==> config.mk <==
export PLATFORM = sky130hd
export DESIGN_NAME = mult_operand_sequencer
export DESIGN_NICKNAME = d
export VERILOG_FILES = /design/src/rtl/mult_seq_pkg.sv /design/src/rtl/mult_seq_fifo.sv /design/src/rtl/mult_operand_sequencer.sv
export SDC_FILE = /design/constraint.sdc
export NUM_CORES = 1
export LEC_CHECK = 0
export CAP_MARGIN = 25
export CORE_MARGIN = 4
export CORE_UTILIZATION = 45
export DETAILED_ROUTE_END_ITERATION = 10
export PLACE_DENSITY = 0.74
export SYNTH_ARGS = -nofsm -noshare
export SYNTH_HDL_FRONTEND = slang
export SYNTH_SLANG_ARGS = --single-unit
==> constraint.sdc <==
create_clock -name clock -period 3.3 [get_ports clock]
set_clock_uncertainty 0.15 [all_clocks]
set_input_delay 0.495 -clock clock [delete_from_list [all_inputs] [get_ports clock]]
set_output_delay 0.495 -clock clock [all_outputs]
set_load 0.01 [all_outputs]
==> src/rtl/mult_seq_pkg.sv <==
// mult_seq_pkg
// Shared types and constants for the multiplier operand sequencer.
// Holds the sequencer state encoding, the operand/product widths, the
// default FIFO geometry and a small helper used by the optional
// zero-operand bypass (MULT_SEQ_ZERO_BYPASS_EN in the top module).
// No ports: this file only provides declarations.

package mult_seq_pkg;

    localparam int OPW           = 8;
    localparam int PRW           = 16;
    localparam int DEFAULT_DEPTH = 4;
    localparam int DEFAULT_AW    = 2;

    typedef enum logic [2:0] {
        ST_IDLE      = 3'd0,
        ST_ISSUE     = 3'd1,
        ST_WAIT_BUSY = 3'd2,
        ST_WAIT_DONE = 3'd3,
        ST_HOLD      = 3'd4
    } seqState_t;

    // True when the product is trivially zero and the multiplier can be skipped.
    function automatic logic hasZeroOperand(input logic [OPW-1:0] a, input logic [OPW-1:0] b);
        return (a == '0) || (b == '0);
    endfunction

endpackage

==> src/rtl/mult_seq_fifo.sv <==
// mult_seq_fifo
// Small synchronous FIFO buffering operand pairs in front of the multiplier.
// Ports:
//   clock    in   rising-edge clock
//   reset    in   asynchronous active-high reset (empties the FIFO)
//   push_i   in   write request; ignored while full
//   wdata_i  in   W-bit entry to write
//   pop_i    in   read request; ignored while empty
//   rdata_o  out  head entry (valid while not empty)
//   full_o   out  all DEPTH entries occupied
//   empty_o  out  no entries occupied
//   count_o  out  occupied entries, 0..DEPTH
// DEPTH must be a power of two so the pointers wrap naturally.

module mult_seq_fifo
    import mult_seq_pkg::*;
#(
    parameter int DEPTH = DEFAULT_DEPTH,
    parameter int AW    = DEFAULT_AW,
    parameter int W     = 2 * OPW
) (
    input  logic          clock,
    input  logic          reset,
    input  logic          push_i,
    input  logic [W-1:0]  wdata_i,
    input  logic          pop_i,
    output logic [W-1:0]  rdata_o,
    output logic          full_o,
    output logic          empty_o,
    output logic [AW:0]   count_o
);

    logic [W-1:0]  mem_q [DEPTH];
    logic [AW-1:0] wrPtr_q;
    logic [AW-1:0] rdPtr_q;
    logic [AW:0]   count_q;
    logic          doPush;
    logic          doPop;

    assign full_o  = (count_q == (AW+1)'(DEPTH));
    assign empty_o = (count_q == '0);
    assign count_o = count_q;
    assign rdata_o = mem_q[rdPtr_q];

    // Requests are qualified here so a stray push when full or pop when
    // empty can never corrupt the pointers or the count.
    assign doPush = push_i && !full_o;
    assign doPop  = pop_i && !empty_o;

    // Storage carries no reset: entries are only read after being written.
    always_ff @(posedge clock) begin
        if (doPush) begin
            mem_q[wrPtr_q] <= wdata_i;
        end
    end

    // Pointers wrap modulo DEPTH by overflow; a simultaneous push and pop
    // leaves the count unchanged.
    always_ff @(posedge clock or posedge reset) begin
        if (reset) begin
            wrPtr_q <= '0;
            rdPtr_q <= '0;
            count_q <= '0;
        end else begin
            if (doPush) begin
                wrPtr_q <= wrPtr_q + AW'(1);
            end
            if (doPop) begin
                rdPtr_q <= rdPtr_q + AW'(1);
            end
            count_q <= count_q + (AW+1)'(doPush) - (AW+1)'(doPop);
        end
    end

endmodule

==> src/rtl/mult_operand_sequencer.sv <==
// mult_operand_sequencer
// Front end and result capture for the repeated-addition 8x8 multiplier.
// Operand pairs arrive on a valid/ready stream and are queued in a FIFO.
// One pair at a time is issued with a single-cycle start pulse; the block
// then waits for the multiplier to go busy and idle again, captures the
// 16-bit product and offers it on a valid/ready output stream.
// Ports:
//   clock, reset          rising-edge clock, async active-high reset
//   in_valid/in_ready     operand stream handshake (in_ready = FIFO not full)
//   in_a, in_b            8-bit unsigned operands
//   out_valid/out_ready   product stream handshake
//   out_r                 16-bit product, held while out_valid && !out_ready
//   mul_start             one-cycle start pulse to the multiplier
//   mul_a, mul_b          operands to the multiplier, stable until capture
//   mul_ready, mul_r      multiplier idle flag and product
//   fifo_count            occupied FIFO entries
// Build option: define MULT_SEQ_ZERO_BYPASS_EN to answer pairs with a zero
// operand directly (result 0) without involving the multiplier.

module mult_operand_sequencer
    import mult_seq_pkg::*;
#(
    parameter int DEPTH = DEFAULT_DEPTH,
    parameter int AW    = DEFAULT_AW
) (
    input  logic            clock,
    input  logic            reset,
    input  logic            in_valid,
    output logic            in_ready,
    input  logic [OPW-1:0]  in_a,
    input  logic [OPW-1:0]  in_b,
    output logic            out_valid,
    input  logic            out_ready,
    output logic [PRW-1:0]  out_r,
    output logic            mul_start,
    output logic [OPW-1:0]  mul_a,
    output logic [OPW-1:0]  mul_b,
    input  logic            mul_ready,
    input  logic [PRW-1:0]  mul_r,
    output logic [AW:0]     fifo_count
);

    seqState_t         state_q;
    seqState_t         state_d;
    logic [OPW-1:0]    opA_q;
    logic [OPW-1:0]    opA_d;
    logic [OPW-1:0]    opB_q;
    logic [OPW-1:0]    opB_d;
    logic [PRW-1:0]    outR_q;
    logic [PRW-1:0]    outR_d;
    logic              outValid_q;
    logic              outValid_d;

    logic              fifoPush;
    logic              fifoPop;
    logic              fifoFull;
    logic              fifoEmpty;
    logic [2*OPW-1:0]  fifoRdata;
    logic [OPW-1:0]    headA;
    logic [OPW-1:0]    headB;

    assign in_ready  = !fifoFull;
    assign fifoPush  = in_valid && !fifoFull;
    assign headA     = fifoRdata[2*OPW-1:OPW];
    assign headB     = fifoRdata[OPW-1:0];

    assign out_valid = outValid_q;
    assign out_r     = outR_q;
    assign mul_a     = opA_q;
    assign mul_b     = opB_q;

    mult_seq_fifo #(
        .DEPTH (DEPTH),
        .AW    (AW),
        .W     (2*OPW)
    ) u_fifo (
        .clock   (clock),
        .reset   (reset),
        .push_i  (fifoPush),
        .wdata_i ({in_a, in_b}),
        .pop_i   (fifoPop),
        .rdata_o (fifoRdata),
        .full_o  (fifoFull),
        .empty_o (fifoEmpty),
        .count_o (fifo_count)
    );

    // State, operand and result registers. Reset discards any in-flight
    // product along with the queued pairs held by the FIFO.
    always_ff @(posedge clock or posedge reset) begin
        if (reset) begin
            state_q    <= ST_IDLE;
            opA_q      <= '0;
            opB_q      <= '0;
            outR_q     <= '0;
            outValid_q <= 1'b0;
        end else begin
            state_q    <= state_d;
            opA_q      <= opA_d;
            opB_q      <= opB_d;
            outR_q     <= outR_d;
            outValid_q <= outValid_d;
        end
    end

    // Sequencing: pop a pair only when the multiplier is idle, pulse start
    // once, wait for the busy edge and then the idle edge, capture the
    // product and hold it until the consumer takes it. Only one
    // multiplication is ever in flight, so results leave in input order.
    // The operand registers are only loaded in IDLE, which keeps mul_a and
    // mul_b stable for the multiplier's second operand sample.
    always_comb begin
        state_d    = state_q;
        opA_d      = opA_q;
        opB_d      = opB_q;
        outR_d     = outR_q;
        outValid_d = outValid_q;
        fifoPop    = 1'b0;
        mul_start  = 1'b0;

        case (state_q)
            ST_IDLE: begin
                if (!fifoEmpty && mul_ready) begin
                    fifoPop = 1'b1;
                    opA_d   = headA;
                    opB_d   = headB;
`ifdef MULT_SEQ_ZERO_BYPASS_EN
                    if (hasZeroOperand(headA, headB)) begin
                        outR_d     = '0;
                        outValid_d = 1'b1;
                        state_d    = ST_HOLD;
                    end else begin
                        state_d = ST_ISSUE;
                    end
`else
                    state_d = ST_ISSUE;
`endif
                end
            end

            ST_ISSUE: begin
                mul_start = 1'b1;
                state_d   = ST_WAIT_BUSY;
            end

            ST_WAIT_BUSY: begin
                if (!mul_ready) begin
                    state_d = ST_WAIT_DONE;
                end
            end

            ST_WAIT_DONE: begin
                if (mul_ready) begin
                    outR_d     = mul_r;
                    outValid_d = 1'b1;
                    state_d    = ST_HOLD;
                end
            end

            ST_HOLD: begin
                if (outValid_q && out_ready) begin
                    outValid_d = 1'b0;
                    state_d    = ST_IDLE;
                end
            end

            default: begin
                state_d = ST_IDLE;
            end
        endcase
    end

endmodule

# == Word-level counts from Yosys, hierarchy flattened ==
# Memories as Yosys holds them, arrays and structs flattened. A register that Yosys moved wholly into a read port is not among the register bits.
# Index checks and enable logic that the tools add are counted.
# classes
n_addsub,4
n_eq_ne,9
reduce_logical,14
n_mux,13
# ops
operator,count
3-bit one-hot mux with 5 select lines,1
3-bit 2-to-1 mux,4
"2-bit inequality test, second input constant",4
1-bit 2-to-1 mux,7
"3-bit by 2-bit equality test with 1-bit output, second input constant",2
"3-bit equality test, second input constant",2
3-bit zero test,2
1-bit logical AND,5
"2-bit by 1-bit adder with 2-bit output, second input constant",2
2-bit AND reduction,2
4-bit AND reduction,1
3-bit by 1-bit adder with 3-bit output,1
"3-bit by 1-bit equality test with 1-bit output, second input constant",1
3-bit AND reduction,1
3-bit by 1-bit subtractor with 3-bit output,1
1-bit zero test,2
1-bit one-hot mux with 2 select lines,1
2-bit nonzero test,1
# totals
regBits,27
mem_bits_rw,64
wordCells,47
mem_count,1
out_inout_bits,38
# mem_list
name,words,word_bits,read_ports,rd_clocked_by_memory_dff,write_ports,line,rtl
u_fifo.mem_q,4,16,1,1,1,mult_seq_fifo.sv:33,logic [W-1:0] mem_q [DEPTH];

# == Longest topological paths before layout ==
# Gate-level depths: netlist of run 1.
# depth
depth_word,7
depth_mapped,10

# == Modules after synthesis ==
# Synthesis of run 1 repeated with hierarchy kept, for this count alone.
# hier_totals
hier_cells,217
hier_area_um2,4286.6
# by_module_without_submodules
module,area_per_inst_um2,cells_each,n_inst
mult_seq_fifo,2826.5,126,1
mult_operand_sequencer,1460.2,91,1

# == Least setup slack after synthesis of run 1 ==
# No wires, ideal clock.
# synth_timing
kind,reg2reg
from,"register u_fifo.count_q[2], in the netlist u_fifo.count_o[2]"
to,"register u_fifo.count_q[2], in the netlist u_fifo.count_o[2]"
stages_incl_launch_ff,11
t_required_ns,3.023
arrival_time_ns,2.335
path_buffers,1
slack_ns,0.688
cell_sequence,dfrtp_1 -> or3_1 -> nand3_4 -> buf_6 -> inv_1 -> ha_1 -> inv_1 -> ha_1 -> fa_1 -> xor2_1 -> xnor2_1
# synth_via
elab_chain_cells,7
# synth_lines
item,line,rtl
"start, declared",mult_seq_fifo.sv:36,logic [AW:0] count_q;
"start signal, assigned",mult_seq_fifo.sv:71,count_q <= count_q + (AW+1)'(doPush) - (AW+1)'(doPop);
3-bit zero test (*),mult_seq_fifo.sv:41,assign empty_o = (count_q == '0);
1-bit zero test (*),"mult_seq_fifo.sv:48, mult_operand_sequencer.sv:123",
1-bit logical AND,mult_operand_sequencer.sv:123,if (!fifoEmpty && mul_ready) begin
1-bit 2-to-1 mux,mult_operand_sequencer.sv:123,
1-bit 2-to-1 mux,mult_operand_sequencer.sv:121,case (state_q)
1-bit logical AND (*),mult_seq_fifo.sv:48,assign doPop = pop_i && !empty_o;
named net u_fifo.doPop,mult_seq_fifo.sv:38,logic doPop;
3-bit by 1-bit subtractor with 3-bit output (*),mult_seq_fifo.sv:71,
# The timed path passes the listed nets; every way through them passes the cells marked *.
# A chain may end at the register's enable or synchronous reset.

# == Final worst setup path of run 1 ==
# Same ends and word-level chain as after synthesis.

==> results.cfg, run 1 <==
[worst_setup_path]
r2r_start = u_fifo.count_o[2]$_DFF_PP0_
r2r_end = u_fifo.count_o[2]$_DFF_PP0_
crit_chain = or3_1 > nand3_4 > inv_1 > ha_1 > inv_1 > ha_1 > fa_1 > xor2_1 > xnor2_1
timing.reg2reg.setup_slack_ns = 0.87
cp_slowest_stage_delay_ns = 0.46
cp_slowest_cell = or3_1
critPathRequiredTime_ns = 3.39
end_kind = flop
startpoint_type = flop
worst-setup-path-type = flop to flop
cp_max_fo = 5
reg2reg_depth = 9
cp.arrival_ns = 2.52

[yosys]
synth_area_sq_um = 4110
synthCells = 208
synthMuxAreaShare = 0.178
ys_seq_area_frac = 0.729
syn-num-nets = 252
synth_top_family_by_area = multiplexers
synthAdderAreaFrac = 0.0231
synth_compound_area_frac = 0.00517
synth.avg_cell_area_sq_um = 19.8
synth_xor_area_frac = 0.0107
yosysWarnings = 0
synthSimpleGateAreaFrac = 0.0320
synth.distinct_cells = 30
synth-seq-cells = 107

[placement]
placed_area_sq_um = 4980
dp_hpwl_mm = 5.13
numPortBuffers = 74
dp.cells = 390
globalplace.congestion = 0.658

[clocking]
clkLatencyLatePin_ns = 0.36
cts_tree = yes
cts_buffers = 9
path_clk_slew_ns = 0.09
cts_resized = 0
post_cts_buffers = 0
clock_sinks = 107
clk_path_buf_depth = 2
cts-root-buf = clkbuf_8
cts_hold_buffers = 0
htree_levels = 3

[finish]
layout_common_cells = clkdlybuf4s50_1, edfxtp_1, dfrtp_1
area_growth_pct = 25.7
register_area_sq_um = 3000
multiInputGateArea_sq_um = 1020
final_cells = 407
num-nets-final = 338
antennaDiodeCount = 0
fillers = 692
final_cell_area_sq_um = 5170
layout-drive-gt1-share = 0.191
layout_commonest_cell = clkdlybuf4s50_1

[sta]
relSlewSlack = 0.449
period_share = 0.737
fin_tns_setup_ns = 0
hold_violations = 0
setup_violations = 0
tightest_slew_ns = 0.827
max_freq_mhz = 411
slew_viol_final = 0
rsz0062_at_grt = false
fin_crit_ns = 2.43

[global_route]
gr-total-overflow = 0
track_usage = 0.145
grt_pass1_wl_mm = 12.1
antenna_found_initial = 0
grt_pass1_vias = 2370
grt_max_degree = 44

[drt]
dr.pass1.iters = 4
vias = 2125
drc = 0
via_per_inst = 5.22
final_antenna_net_count = 0
wl_mm = 7.39
wl_per_cell_um = 18.2
drt_iter0_markers = 60

[power_and_ir_drop]
power_mw = 4.40
power_density_nw_per_um2 = 851
peakVddDrop_mv = 0.505
p_leak_nw = 1.92

[die]
core-area_sq_um = 8810
initial_core_util = 0.467
chipHeight_um = 104
dieArea_sq_um = 10700
ioPinCount = 75
rows = 34
die_width_um = 104

[run_status]
status = complete, no violations

[worst_hold_path]
hold_class = primary input to async pin

[job]
drv_cap = 0
[cells by family after synthesis]
| family | Yosys count |
|---|---|
| AOI/OAI and AO/OA | 3 |
| xor gates and xnor gates | 5 |
| adders and majority gates | 7 |
| buffers and inverters | 15 |
| DFF | 107 |
| muxes | 49 |
| and+or+nand+nor | 22 |
[power breakdown]
part	internal, mW	switching, mW
Combinational	0.941	0.645
Clock	0.281	0.422
Sequential	1.86	0.248
Total	3.08	1.32
[worst max path at each step]
stage	from	end	slack, ns	cells after the start
CTS	u_fifo.count_o[2]$_DFF_PP0_	u_fifo.count_o[2]$_DFF_PP0_	0.84	9
detailed placement	mul_ready	u_fifo.count_o[2]$_DFF_PP0_	0.58	10
global placement	mul_ready	u_fifo.count_o[2]$_DFF_PP0_	0.61	10
finish	u_fifo.count_o[2]$_DFF_PP0_	u_fifo.count_o[2]$_DFF_PP0_	0.87	9
floorplan	u_fifo.count_o[2]$_DFF_PP0_	u_fifo.count_o[2]$_DFF_PP0_	0.69	10
global route	u_fifo.count_o[2]$_DFF_PP0_	u_fifo.count_o[2]$_DFF_PP0_	0.72	9
[critical path, delay by kind of cell, from the launching register on]
kind	cells	cell delay, ns
adder cells (fa/ha/maj)	3	0.82
AND/OR/NAND/NOR	2	0.55
flip-flops	1	0.43
XOR/XNOR	2	0.30
buffers and inverters	2	0.08
[flip-flops by register name, summed over array words and instances (netlist names)]
name            flops
mul_b               8
u_fifo.wrPtr_q      2
u_fifo.mem_q       64
u_fifo.rdPtr_q      2
state_q             3
out_r              16
out_valid           1
u_fifo.count_o      3
mul_a               8
[through the flow]
step | setup slack (ns) | util | hold WS, ns
after floorplan | 0.688 | - | 0.339
after global placement | 0.609 | 0.566 | 0.323
after global routing | 0.715 | 0.587 | 0.146
final | 0.868 | 0.587 | 0.160
after CTS | 0.844 | 0.585 | 0.353
after detailed placement | 0.582 | 0.566 | 0.331
[cell usage after synthesis (all sizes together)]
cell | instances | area share
a21oi | 1 | 0.0012
edfxtp | 64 | 0.47
ha | 6 | 0.018
inv | 8 | 0.0073
nor2b | 1 | 0.0015
or3 | 1 | 0.0015
xor2 | 1 | 0.0021
mux4 | 16 | 0.088
nand4 | 1 | 0.0015
nor3b | 1 | 0.0018
and3 | 1 | 0.0015
nand2 | 4 | 0.0037
fa | 1 | 0.0049
buf | 7 | 0.015
nand2b | 2 | 0.0030
dfrtp | 43 | 0.26
a21boi | 1 | 0.0018
nor2 | 3 | 0.0033
o2bb2ai | 1 | 0.0021
nand3 | 3 | 0.0067
nor3 | 1 | 0.0012
and2 | 4 | 0.0061
xnor2 | 4 | 0.0085
mux2 | 33 | 0.090
[layout make-up]
cell class | count | share of cell area
Sequential cell | 107 | 0.580
Multi-Input combinational cell | 86 | 0.198
Timing Repair Buffer | 82 | 0.157
Clock buffer | 12 | 0.0262
Tap cell | 108 | 0.0262
Clock inverter | 4 | 0.00630
Inverter | 8 | 0.00581
[per-layer routing]
| metal | global-route usage | vias up | routed length (um) |
|---|---|---|---|
| met3 | 0.0454 | 10 | 539 |
| li1 | - | 952 | - |
| met1 | 0.175 | 1082 | 3050 |
| met5 | 0 | - | 0 |
| met4 | 0.0456 | 0 | 97 |
| met2 | 0.250 | 81 | 3700 |
Note: power is estimated with default switching activity, not from simulation.
==> run 2: changes to the inputs <==
Settings changed: PLACE_DENSITY 0.74 to 0.77.
Clock period 3.3 ns to 2.2 ns, I/O delays scaled along.
==> run 2 against run 1 <==
  * The flow now finishes with violations (negative setup slack)
  * Highest routed layer unchanged
  * Flip-flop and latch count unchanged
  * Cell area up 3.9%
  * Largest cell class unchanged
  * Global-route usage grew 0.11 points
==> results.cfg, run 2 (synthesized netlist as in run 1, its figures left out) <==
[run_status]
status = complete, but fails checks
violations = negative setup slack

[finish]
largest-register = u_fifo.mem_q
layout_common_cells = clkdlybuf4s50_1, edfxtp_1, dfrtp_1
final_cells = 422
area_growth_pct = 30.6
fillers = 662
layout_commonest_cell = clkdlybuf4s50_1
post-route-util = 0.610
largest_reg_flops = 64
antennaDiodeCount = 0
num-nets-final = 353
layout-drive-gt1-share = 0.255
final_cell_area_sq_um = 5370

[placement]
dp.cells = 404
dp_hpwl_mm = 5.23
placed_area_sq_um = 5180
globalplace.congestion = 0.686
numPortBuffers = 74

[die]
dieArea_sq_um = 10700
rows = 34
die_width_um = 104
core-area_sq_um = 8810
chipHeight_um = 104
ioPinCount = 75
initial_core_util = 0.467

[worst_setup_path]
critPathRequiredTime_ns = 2.29
crit_chain = or3_4 > nand3_4 > inv_4 > ha_4 > inv_2 > ha_4 > fa_2 > xor2_2 > xnor2_1
worst-setup-path-type = flop to flop
cp.arrival_ns = 2.31
cp.buffers_inverters = 2
cp_slowest_stage_delay_ns = 0.41
path_common_cell = ha_4
cp_top_family = adder cells
startpoint_type = flop
cp_slowest_cell = dfrtp_2
cp_max_fo = 2
end_kind = flop

[sta]
relSlewSlack = 0.712
fin_crit_ns = 2.22
setup_violations = 1
setup_slack_ns = -0.0239
slew_viol_final = 0
period_share = 1.01
timing.hold.ws_ns = 0.146
hold_violations = 0
max_freq_mhz = 450
rsz0062_at_grt = true
fin_tns_setup_ns = -0.0239
tightest_slew_ns = 0.431

[drt]
vias = 2151
wl_mm = 7.38
drc = 0
dr.pass1.iters = 4
via_per_inst = 5.10
wl_per_cell_um = 17.5
drt_iter0_markers = 55
final_antenna_net_count = 0

[power_and_ir_drop]
power_density_nw_per_um2 = 1270
p_leak_nw = 2.02
peakVddDrop_mv = 0.646

[global_route]
gr-total-overflow = 0
track_usage = 0.146
grt_max_degree = 22
grt_pass1_vias = 2337
antenna_found_initial = 0
grt_pass1_wl_mm = 12.2

[clocking]
cts_hold_buffers = 0
cts-root-buf = clkbuf_8
clk_path_buf_depth = 2
clkLatencyLatePin_ns = 0.35
cts_buffers = 9
path_clk_slew_ns = 0.09
cts_tree = yes
clock_sinks = 107
htree_levels = 3

[worst_hold_path]
hold_class = primary input to async pin

[job]
drv_cap = 0
-- run 2: changes by cell type in the layout (fill, tap and decap cells not counted), moves of 2 or more --
| cell | previous run | this run |
|---|---|---|
| clkbuf_1 | 3 | 0 |
| inv_6 | 2 | 0 |
| ha_4 | 0 | 2 |
| clkinv_2 | 0 | 2 |
| clkinvlp_4 | 2 | 0 |
| inv_1 | 7 | 5 |
| buf_12 | 1 | 5 |
| clkinv_1 | 0 | 3 |
| ha_1 | 6 | 4 |
| buf_4 | 7 | 18 |
-- run 2: power breakdown --
part / leakage, nW / internal, mW / switching [mW]
Sequential: 1.09 / 2.80 / 0.267
Combinational: 0.846 / 1.63 / 1.14
Clock: 0.0814 / 0.395 / 0.593
Total: 2.02 / 4.83 / 2.00
-- run 2: through the flow --
stage                     power, mW  setup slack, ns
final                          6.82          -0.0239
after global routing           7.27          -0.0952
after CTS                      6.93          -0.0170
after detailed placement       5.91           -0.319
after global placement         5.78           -0.290
after floorplan                4.57           -0.286
-- run 2: path summary, 6_finish.rpt --
path	from	end	slack, ns	depth (start not counted)
max	u_fifo.count_o[2]$_DFF_PP0_	u_fifo.count_o[2]$_DFF_PP0_	-0.02	9
min	reset	out_r[0]$_DFFE_PP0P_	0.15	2
max reg2reg	u_fifo.count_o[2]$_DFF_PP0_	u_fifo.count_o[2]$_DFF_PP0_	-0.02	9
min reg2reg	out_r[7]$_DFFE_PP0P_	out_r[7]$_DFFE_PP0P_	0.34	1
max in group asynchronous	reset	mul_b[2]$_DFFE_PP0N_	1.14	3
min in group clock	out_r[7]$_DFFE_PP0P_	out_r[7]$_DFFE_PP0P_	0.34	1
-- run 2: layout make-up --
type / count / area (sq um) / area share
inverter: 8 / 32.5 / 0.00606
clock inverter: 7 / 35.0 / 0.00653
multi-input combinational: 86 / 1060 / 0.198
clock buffer: 9 / 124 / 0.0231
tap: 108 / 135 / 0.0252
sequential: 107 / 3000 / 0.559
timing repair buffer: 97 / 978 / 0.182
-- run 2: layer usage --
| layer | global-route usage | up-vias | share of wire |
|---|---|---|---|
| met4 | 0.0313 | 0 | 0.0062 |
| met3 | 0.0541 | 5 | 0.069 |
| met5 | 0 | - | 0 |
| met2 | 0.254 | 75 | 0.53 |
| li1 | - | 986 | - |
| met1 | 0.175 | 1085 | 0.40 |
-- run 2: what timing repair did --
item	4_1_cts	5_1_grt
endpoints found under the hold margin	0	0
buffers inserted	2	0
pin swaps	4	0
resized for setup	0	2
endpoints found under the setup margin	1	2
==> run 3: changes to the inputs <==
Settings changed: CAP_MARGIN 25 to 10.
==> results of run 3 <==
The final DEF is identical to that of run 2; final timing and power are the same.
